**config.mk**
```make
export PLATFORM = sky130hd
export DESIGN_NAME = mmbf_cfg_loader
export DESIGN_NICKNAME = d
export VERILOG_FILES = /design/src/rtl/mmbf_cfg_loader.sv
export SDC_FILE = /design/constraint.sdc
export NUM_CORES = 1
export LEC_CHECK = 0
export CAP_MARGIN = 20
export CORE_MARGIN = 10
export CORE_UTILIZATION = 51
export DETAILED_ROUTE_END_ITERATION = 8
export PLACE_DENSITY_LB_ADDON = 0.12
export SLEW_MARGIN = 0
export SYNTH_ARGS = -nofsm -noshare
export SYNTH_HDL_FRONTEND = slang
export SYNTH_SLANG_ARGS = --single-unit
```
**constraint.sdc**
```tcl
create_clock -name CLK -period 2.8 [get_ports CLK]
set_clock_uncertainty 0.2 [all_clocks]
set_input_delay 0.42 -clock CLK [delete_from_list [all_inputs] [get_ports CLK]]
set_output_delay 0.42 -clock CLK [all_outputs]
set_load 0.01 [all_outputs]
```
**src/rtl/mmbf_cfg_loader.sv**
```systemverilog
// Streams the halfband cascade configuration image from coefficient memory.
// Optional WAIT_DONE watchdog enabled by defining MMBF_CFG_TIMEOUT_EN.
module mmbf_cfg_loader #(
  parameter int NMHBF_MAX        = 5,
  parameter int COEFF_WIDTH      = 24,
  parameter int FILTER_MAX_ORDER = 32,
  parameter int CFG_LEN          = (FILTER_MAX_ORDER + 3) * NMHBF_MAX,
  parameter int CFG_ADDR_WIDTH   = 8,
  parameter int TIMEOUT_CYCLES   = 4096
) (
  input  logic                      CLK,
  input  logic                      RST,
  input  logic                      Cfg_Start,
  output logic                      Cfg_Busy,
  output logic                      Cfg_Done,
  output logic                      Cfg_Error,
  output logic                      Mem_Rd_En,
  output logic [CFG_ADDR_WIDTH-1:0] Mem_Addr,
  input  logic [COEFF_WIDTH-1:0]    Mem_Data,
  output logic                      isConfig,
  input  logic                      isConfigACK,
  input  logic                      isConfigDone,
  output logic [COEFF_WIDTH-1:0]    Data_Config
);

  localparam int AW = CFG_ADDR_WIDTH;
  localparam int W  = COEFF_WIDTH;
  localparam logic [AW-1:0] LAST = AW'(CFG_LEN - 1);

  typedef enum logic [1:0] {
    S_IDLE,
    S_PRIME,
    S_SEND,
    S_WAIT
  } state_e;

  state_e        state_q;
  logic          busy_q;
  logic          done_q;
  logic          dvld_q;
  logic          rd_end_q;
  logic          out_v_q;
  logic          spr_v_q;
  logic [AW-1:0] rd_ptr_q;
  logic [AW-1:0] snd_cnt_q;
  logic [W-1:0]  out_q;
  logic [W-1:0]  spr_q;

  logic          ack;
  logic          rd_en;
  logic [1:0]    occ;

`ifdef MMBF_CFG_TIMEOUT_EN
  localparam int TW = $clog2(TIMEOUT_CYCLES) + 1;
  localparam logic [TW-1:0] TMO_LAST = TW'(TIMEOUT_CYCLES - 1);
  logic          err_q;
  logic [TW-1:0] tmo_q;
  assign Cfg_Error = err_q;
`else
  logic unused_tmo;
  assign unused_tmo = (TIMEOUT_CYCLES > 0);
  assign Cfg_Error  = 1'b0;
`endif

  // Prefetch: read whenever a buffer slot (out, spare, or in-flight)
  // frees up this cycle; the read is a same-cycle response to ACK so
  // a sustained ACK sees one word per cycle.
  always_comb begin
    ack   = (state_q == S_SEND) && out_v_q && isConfigACK;
    occ   = 2'(out_v_q) + 2'(spr_v_q) + 2'(dvld_q);
    rd_en = 1'b0;
    if ((state_q == S_PRIME || state_q == S_SEND) && !rd_end_q)
      rd_en = ack ? (occ != 2'd3) : (occ < 2'd2);
  end

  // Transfer FSM, read pointer, output/spare word registers.
  always_ff @(posedge CLK) begin
    if (RST) begin
      state_q   <= S_IDLE;
      busy_q    <= 1'b0;
      done_q    <= 1'b0;
      dvld_q    <= 1'b0;
      rd_end_q  <= 1'b0;
      out_v_q   <= 1'b0;
      spr_v_q   <= 1'b0;
      rd_ptr_q  <= '0;
      snd_cnt_q <= '0;
      out_q     <= '0;
      spr_q     <= '0;
`ifdef MMBF_CFG_TIMEOUT_EN
      err_q     <= 1'b0;
      tmo_q     <= '0;
`endif
    end else begin
      done_q <= 1'b0;
      dvld_q <= rd_en;
      if (rd_en) begin
        if (rd_ptr_q == LAST)
          rd_end_q <= 1'b1;
        else
          rd_ptr_q <= rd_ptr_q + AW'(1);
      end
      unique case (state_q)
        S_IDLE: begin
          if (Cfg_Start) begin
            state_q   <= S_PRIME;
            busy_q    <= 1'b1;
            rd_ptr_q  <= '0;
            rd_end_q  <= 1'b0;
            snd_cnt_q <= '0;
`ifdef MMBF_CFG_TIMEOUT_EN
            err_q     <= 1'b0;
`endif
          end
        end
        S_PRIME: begin
          if (dvld_q) begin
            out_q   <= Mem_Data;
            out_v_q <= 1'b1;
            state_q <= S_SEND;
          end
        end
        S_SEND: begin
          if (ack) begin
            if (snd_cnt_q == LAST) begin
              out_q   <= '0;
              out_v_q <= 1'b0;
              spr_v_q <= 1'b0;
              state_q <= S_WAIT;
`ifdef MMBF_CFG_TIMEOUT_EN
              tmo_q   <= '0;
`endif
            end else begin
              snd_cnt_q <= snd_cnt_q + AW'(1);
              if (spr_v_q) begin
                out_q   <= spr_q;
                spr_q   <= Mem_Data;
                spr_v_q <= dvld_q;
              end else begin
                out_q   <= Mem_Data;
              end
            end
          end else if (dvld_q) begin
            spr_q   <= Mem_Data;
            spr_v_q <= 1'b1;
          end
        end
        S_WAIT: begin
          if (isConfigDone) begin
            done_q  <= 1'b1;
            busy_q  <= 1'b0;
            state_q <= S_IDLE;
          end
`ifdef MMBF_CFG_TIMEOUT_EN
          else if (tmo_q == TMO_LAST) begin
            err_q   <= 1'b1;
            busy_q  <= 1'b0;
            state_q <= S_IDLE;
          end else begin
            tmo_q <= tmo_q + TW'(1);
          end
`endif
        end
      endcase
    end
  end

  assign Cfg_Busy    = busy_q;
  assign Cfg_Done    = done_q;
  assign Mem_Rd_En   = rd_en;
  assign Mem_Addr    = rd_ptr_q;
  assign isConfig    = out_v_q;
  assign Data_Config = out_q;

endmodule

```
# Word level (Yosys, flattened, before mapping)
# Index checks and enable logic that the tools add are counted.
# Widths: inputs -> output; s select.
[totals]
regBits = 72
output_inout_bits = 37
[classes]
add_sub_neg = 4
order_cmp = 1
n_eq_ne = 14
n_mux = 39
n_bitwise = 1
reduce_logical = 18
[ops]
columns = ["op", "count"]
rows = [
  ["$mux 24", 7],
  ["$mux 8", 7],
  ["$pmux 24 s2", 1],
  ["$add 8x1->8 const B", 2],
  ["$eq 8x8->1 const B", 2],
  ["$ne 2x2->1 const B", 8],
  ["$pmux 8 s2", 1],
  ["$mux 1", 15],
  ["$reduce_and 4->1", 3],
  ["$mux 2", 5],
  ["$pmux 2 s4", 1],
  ["$reduce_bool 2->1", 4],
  ["$reduce_and 3->1", 2],
  ["$reduce_and 5->1", 1],
  ["$eq 2x2->1 const B", 2],
  ["$pmux 1 s2", 2],
  ["$logic_and 1x1->1", 3],
  ["$add 1x1->2", 1],
  ["$add 2x1->2", 1],
  ["$eq 2x1->1 const B", 1],
  ["$logic_not 2->1", 1],
  ["$lt 2x2->1 const B", 1],
  ["$ne 2x1->1 const B", 1],
  ["$reduce_and 2->1", 1],
  ["4 further kinds", 4],
]

# Logic depth before layout (Yosys ltp)
# Gate-level depths: netlist (run 1).
[logic_depth]
depth_word = 8
depth_mapped = 8

# Least setup slack after synthesis (run 1)
# No wires, ideal clock.
[synth_path]
path_kind = "register to register"
from = "register out_v_q (netlist: isConfig)"
to = "register rd_ptr_q[4] (netlist: Mem_Addr[4])"
arrival_ns = 2.240
required_time_ns = 2.529
setup_slack_ns = 0.289
path_stages_with_launch = 8
path_buffers = 1
cell_sequence = "dfxtp_1 inv_1 fa_1 a41oi_4 or2_0 clkbuf_1 or4_1 a21oi_1"
[synth_between]
elab_chain_cells = 8
elab_cells_between_ends = 11
cone_classes = "2 x add/sub; 1 x order compare; 1 x eq/ne; 5 x mux; 2 x reduce/logical"
[synth_lines]
columns = ["element", "line", "source"]
rows = [
  ["start, declared", "42", "logic out_v_q;"],
  ["start signal, assigned", "84", "out_v_q <= 1'b0;"],
  ["start signal, assigned", "119", "out_v_q <= 1'b1;"],
  ["start signal, assigned", "127", "out_v_q <= 1'b0;"],
  ["$add 1x1->2", "70", "occ = 2'(out_v_q) + 2'(spr_v_q) + 2'(dvld_q);"],
  ["$add 2x1->2", "70", ""],
  ["$lt 2x2->1 or $ne 2x2->1 (tied branches)", "73", "rd_en = ack ? (occ != 2'd3) : (occ < 2'd2);"],
  ["$mux 1 (*)", "73", ""],
  ["$mux 1 (*)", "72", "if ((state_q == S_PRIME || state_q == S_SEND) && !rd_end_q)"],
  ["$mux 8 (*)", "97", "if (rd_en) begin"],
  ["$mux 8", "105", "if (Cfg_Start) begin"],
  ["$mux 8 (*)", "103", "unique case (state_q)"],
  ["end signal, assigned", "101", "rd_ptr_q <= rd_ptr_q + AW'(1);"],
  ["end, declared", "44", "logic [AW-1:0] rd_ptr_q;"],
]
# Mark *: on every way between the ends. The rest lies on a longest branch, timed or not.
# A chain may end at the register's enable or synchronous reset.

# Worst setup path in the final report (run 1)
[layout_path]
from = "register spr_v_q"
to = "output Mem_Rd_En"
[layout_between]
elab_chain_cells = 5
elab_cells_between_ends = 6
cone_classes = "2 x add/sub; 1 x order compare; 1 x eq/ne; 2 x mux"
[layout_lines]
columns = ["element", "line", "source"]
rows = [
  ["start, declared", "43", "logic spr_v_q;"],
  ["start signal, assigned", "138", "spr_v_q <= dvld_q;"],
  ["$add 1x1->2 (*)", "70", ""],
  ["$add 2x1->2 (*)", "70", ""],
  ["$lt 2x2->1 or $ne 2x2->1 (tied branches)", "73", ""],
  ["$mux 1 (*)", "73", ""],
  ["$mux 1 (*)", "72", ""],
  ["end, declared", "17", "output logic Mem_Rd_En,"],
]
# Marked as above.

==> results.json, run 1 <==
{
  "grt_util_met2_pct": 25.6,
  "io_buffers": 64,
  "die_x_um": 100,
  "num_rows": 29,
  "syn_inst": 372,
  "clkTransAtPathRegs_ps": 70,
  "use_met1_pct": 19.5,
  "cts_tree": "built",
  "tns_ps": 0,
  "worstRegToRegCells": 7,
  "slowest_delay_ps": 530,
  "irDropWorstVdd_mv": 0.569,
  "status": "completed",
  "ant_nets": 0,
  "cts_made_buffers": 9,
  "slowest_stage": "fa_1",
  "first_global_vias": 2828,
  "vias": 2882,
  "yosysMostFrequentCell": "dfxtp_1",
  "synth_flop_cell": "dfxtp_1",
  "cts.sinks": 72,
  "worstPathCellList": "inv_2 > fa_1 > a41oi_4 > or2_0 > inv_1 > dlygate4sd2_1",
  "busiest_layer": "met2",
  "period_share_pct": 95.6,
  "hpwl_um": 5530,
  "end_kind": "output port",
  "hold_violations": 0,
  "setup_viol": 0,
  "fin_crit_ps": 2680,
  "drt_wl_total_um": 8100,
  "hp-class": "reg2reg",
  "avgViaCountPerCell": 5.57,
  "async_reset_ff_share_pct": 0,
  "multi_input_area_um2": 1680,
  "clock_latency_ps": 340,
  "ys_seq_area_share_pct": 44.2,
  "wire_per_inst_um": 15.7,
  "synth_top_family_by_area": "simple AND/OR/NAND/NOR gates",
  "cp.arrival_ps": 2060,
  "stdcell_area_um2": 4210,
  "worstPathRequired_ps": 2180,
  "p_leak_nw": 1.49,
  "met3_usage_pct": 5.49,
  "cts.path.max_buffers": 2,
  "place_area_um2": 4020,
  "synth_enable_flop_cells": 0,
  "antenna_cells": 0,
  "drc": 0,
  "place_congestion": 0.835,
  "ys_warn_count": 0,
  "drv_slew": 0,
  "drt-initial-drc-count": 190,
  "area_growth_pct": 29.1,
  "syn_avg_cell_area_um2": 8.77,
  "synthesis.area_um2": 3260,
  "initial_core_util_pct": 52.0,
  "yosys.area.top_type": "dfxtp_1",
  "firstDrtPassIters": 5,
  "ff_latch_area_um2": 1440,
  "synth_compound_area_share_pct": 15.3,
  "tightest_slew_ps": 730,
  "drive_above_1_share_pct": 8.18,
  "critPathMaxFanout": 4,
  "pre_cts_slack_ps": 176,
  "rsz0062_at_grt": "no",
  "finalNetCount": 474,
  "antenna_found_initial": 0,
  "h-tree-depth": 3,
  "yosysTopAreaCellShare_pct": 44.2,
  "slew_headroom_pct": 50.9,
  "synth_xor_area_share_pct": 1.34,
  "powerDensity_nw_per_um2": 935,
  "maxCapViolCount": 0,
  "grt_max_degree": 33,
  "synthTopCellsByArea": "dfxtp_1, mux2i_1, nand2_1, a221oi_1, nor3_1",
  "cts_root_buffer": "clkbuf_8",
  "hold_path_depth": 2,
  "die-area_um2": 10000,
  "fillCellCount": 528,
  "start_kind": "register",
  "die_h_um": 100,
  "muxShareOfSynthArea_pct": 7.98,
  "cts_setup_buffers": 0,
  "coreArea_um2": 6280,
  "setup_ws_ps": 124,
  "synth.distinct_cells": 48,
  "postLayoutCoreUtil_pct": 67.1,
  "fmaxAchievable_ghz": 0.374,
  "crit_type": "reg2out",
  "io_pins": 66,
  "ys_ff_latch": 72,
  "yosys.area_share.simple_pct": 22.6,
  "synth_common_cells": "dfxtp_1, nand2_1, nor2_1",
  "grt_pass1_wl_um": 13400,
  "synthAdderAreaFrac_pct": 3.68,
  "grt_overflow_total": 0,
  "whs_ps": 261,
  "syn_nets": 410,
  "grt_usage_pct": 16.2
}
==> where the power goes <==
part           internal, mW  switching, mW  leakage [nW]  total (mW)
logic                 0.808          0.908         0.813        1.72
registers              1.27          0.136         0.586        1.40
clock network         0.429          0.388        0.0904       0.816
==> sequential cells by signal (all words and copies together) (netlist names) <==
signal and cells:
Data_Config 24, spr_q 24, Mem_Addr 8, snd_cnt_q 8, state_q 2, Cfg_Busy 1
Cfg_Done 1, dvld_q 1, isConfig 1, rd_end_q 1, spr_v_q 1
==> metrics by stage <==
stage	power [mW]	cells
after floorplan	2.38	372
after global placement	3.12	502
after detailed placement	3.15	502
after CTS	3.97	517
after global routing	4.22	517
final	3.93	517
==> path summary, 6_finish.rpt <==
| check | from | end | slack, ps |
|---|---|---|---|
| worst max-delay path | spr_v_q | Mem_Rd_En | 120 |
| worst min-delay path | spr_q[3] | spr_q[3] | 260 |
| worst max register to register | spr_v_q | Mem_Addr[4] | 370 |
| worst min register to register | spr_q[3] | spr_q[3] | 260 |
==> cell families after synthesis <==
family | count (synthesis)
muxes | 26
other | 1
xor gates and xnor gates | 5
buffers and inverters | 38
AOI/OAI and AO/OA | 63
adders and majority gates | 9
and+or+nand+nor | 158
DFF | 72
==> per-layer routing <==
| metal | share of wire [%] | up-vias |
|---|---|---|
| li1 | - | 1455 |
| met5 | 0 | - |
| met2 | 46 | 81 |
| met1 | 45 | 1340 |
| met3 | 8.3 | 6 |
| met4 | 1.2 | 0 |
==> cell usage in the layout (no fill, tap or decap), types with 2 or more instances in the layout <==
| cell | instances |
|---|---|
| a21oi_1 | 11 |
| a221oi_1 | 24 |
| a31oi_1 | 3 |
| and2_1 | 2 |
| and3_1 | 2 |
| buf_4 | 12 |
| clkbuf_8 | 10 |
| clkdlybuf4s50_1 | 63 |
| clkinvlp_4 | 3 |
| dfxtp_1 | 72 |
| ha_1 | 8 |
| inv_1 | 12 |
| mux2i_1 | 26 |
| nand2_1 | 58 |
| nand2b_1 | 3 |
| nand3_1 | 10 |
| nand4_1 | 3 |
| nor2_1 | 34 |
| nor3_1 | 29 |
| nor4_1 | 6 |
| o2111ai_1 | 2 |
| o211a_1 | 2 |
| o21ai_0 | 6 |
| o31ai_1 | 4 |
| xnor2_1 | 5 |
==> final cells by class <==
| type | count | share of cell area (%) |
|---|---|---|
| Multi-Input combinational cell | 262 | 39.8 |
| Sequential cell | 72 | 34.2 |
| Timing Repair Buffer | 77 | 17.8 |
| Clock buffer | 10 | 3.27 |
| Tap cell | 77 | 2.29 |
| Clock inverter | 5 | 1.37 |
| Inverter | 14 | 1.25 |
==> what timing repair did <==
action | in CTS | in global routing
setup endpoints to repair | 1 | 1
hold buffers | 0 | 0
gates resized for setup | 1 | 1
==> worst max-delay path, delay by kind of cell (launching register included) <==
kind	cells	cell delay, ps
flops	1	360
simple gates	1	240
buf+inv	3	430
fa+ha+maj	1	530
compound gates	1	140
No activity file was read; power rests on OpenSTA's default activity.
==> inputs of run 2 (changes only) <==
--- a/config.mk
+++ b/config.mk
@@ -5,6 +5,7 @@
 export SDC_FILE = /design/constraint.sdc
 export NUM_CORES = 1
 export LEC_CHECK = 0
+export ABC_CLOCK_PERIOD_IN_PS = 2800
 export CAP_MARGIN = 20
 export CORE_MARGIN = 10
 export CORE_UTILIZATION = 51
==> results of run 2 <==
Final layout, timing and power as in run 1 (identical DEF).
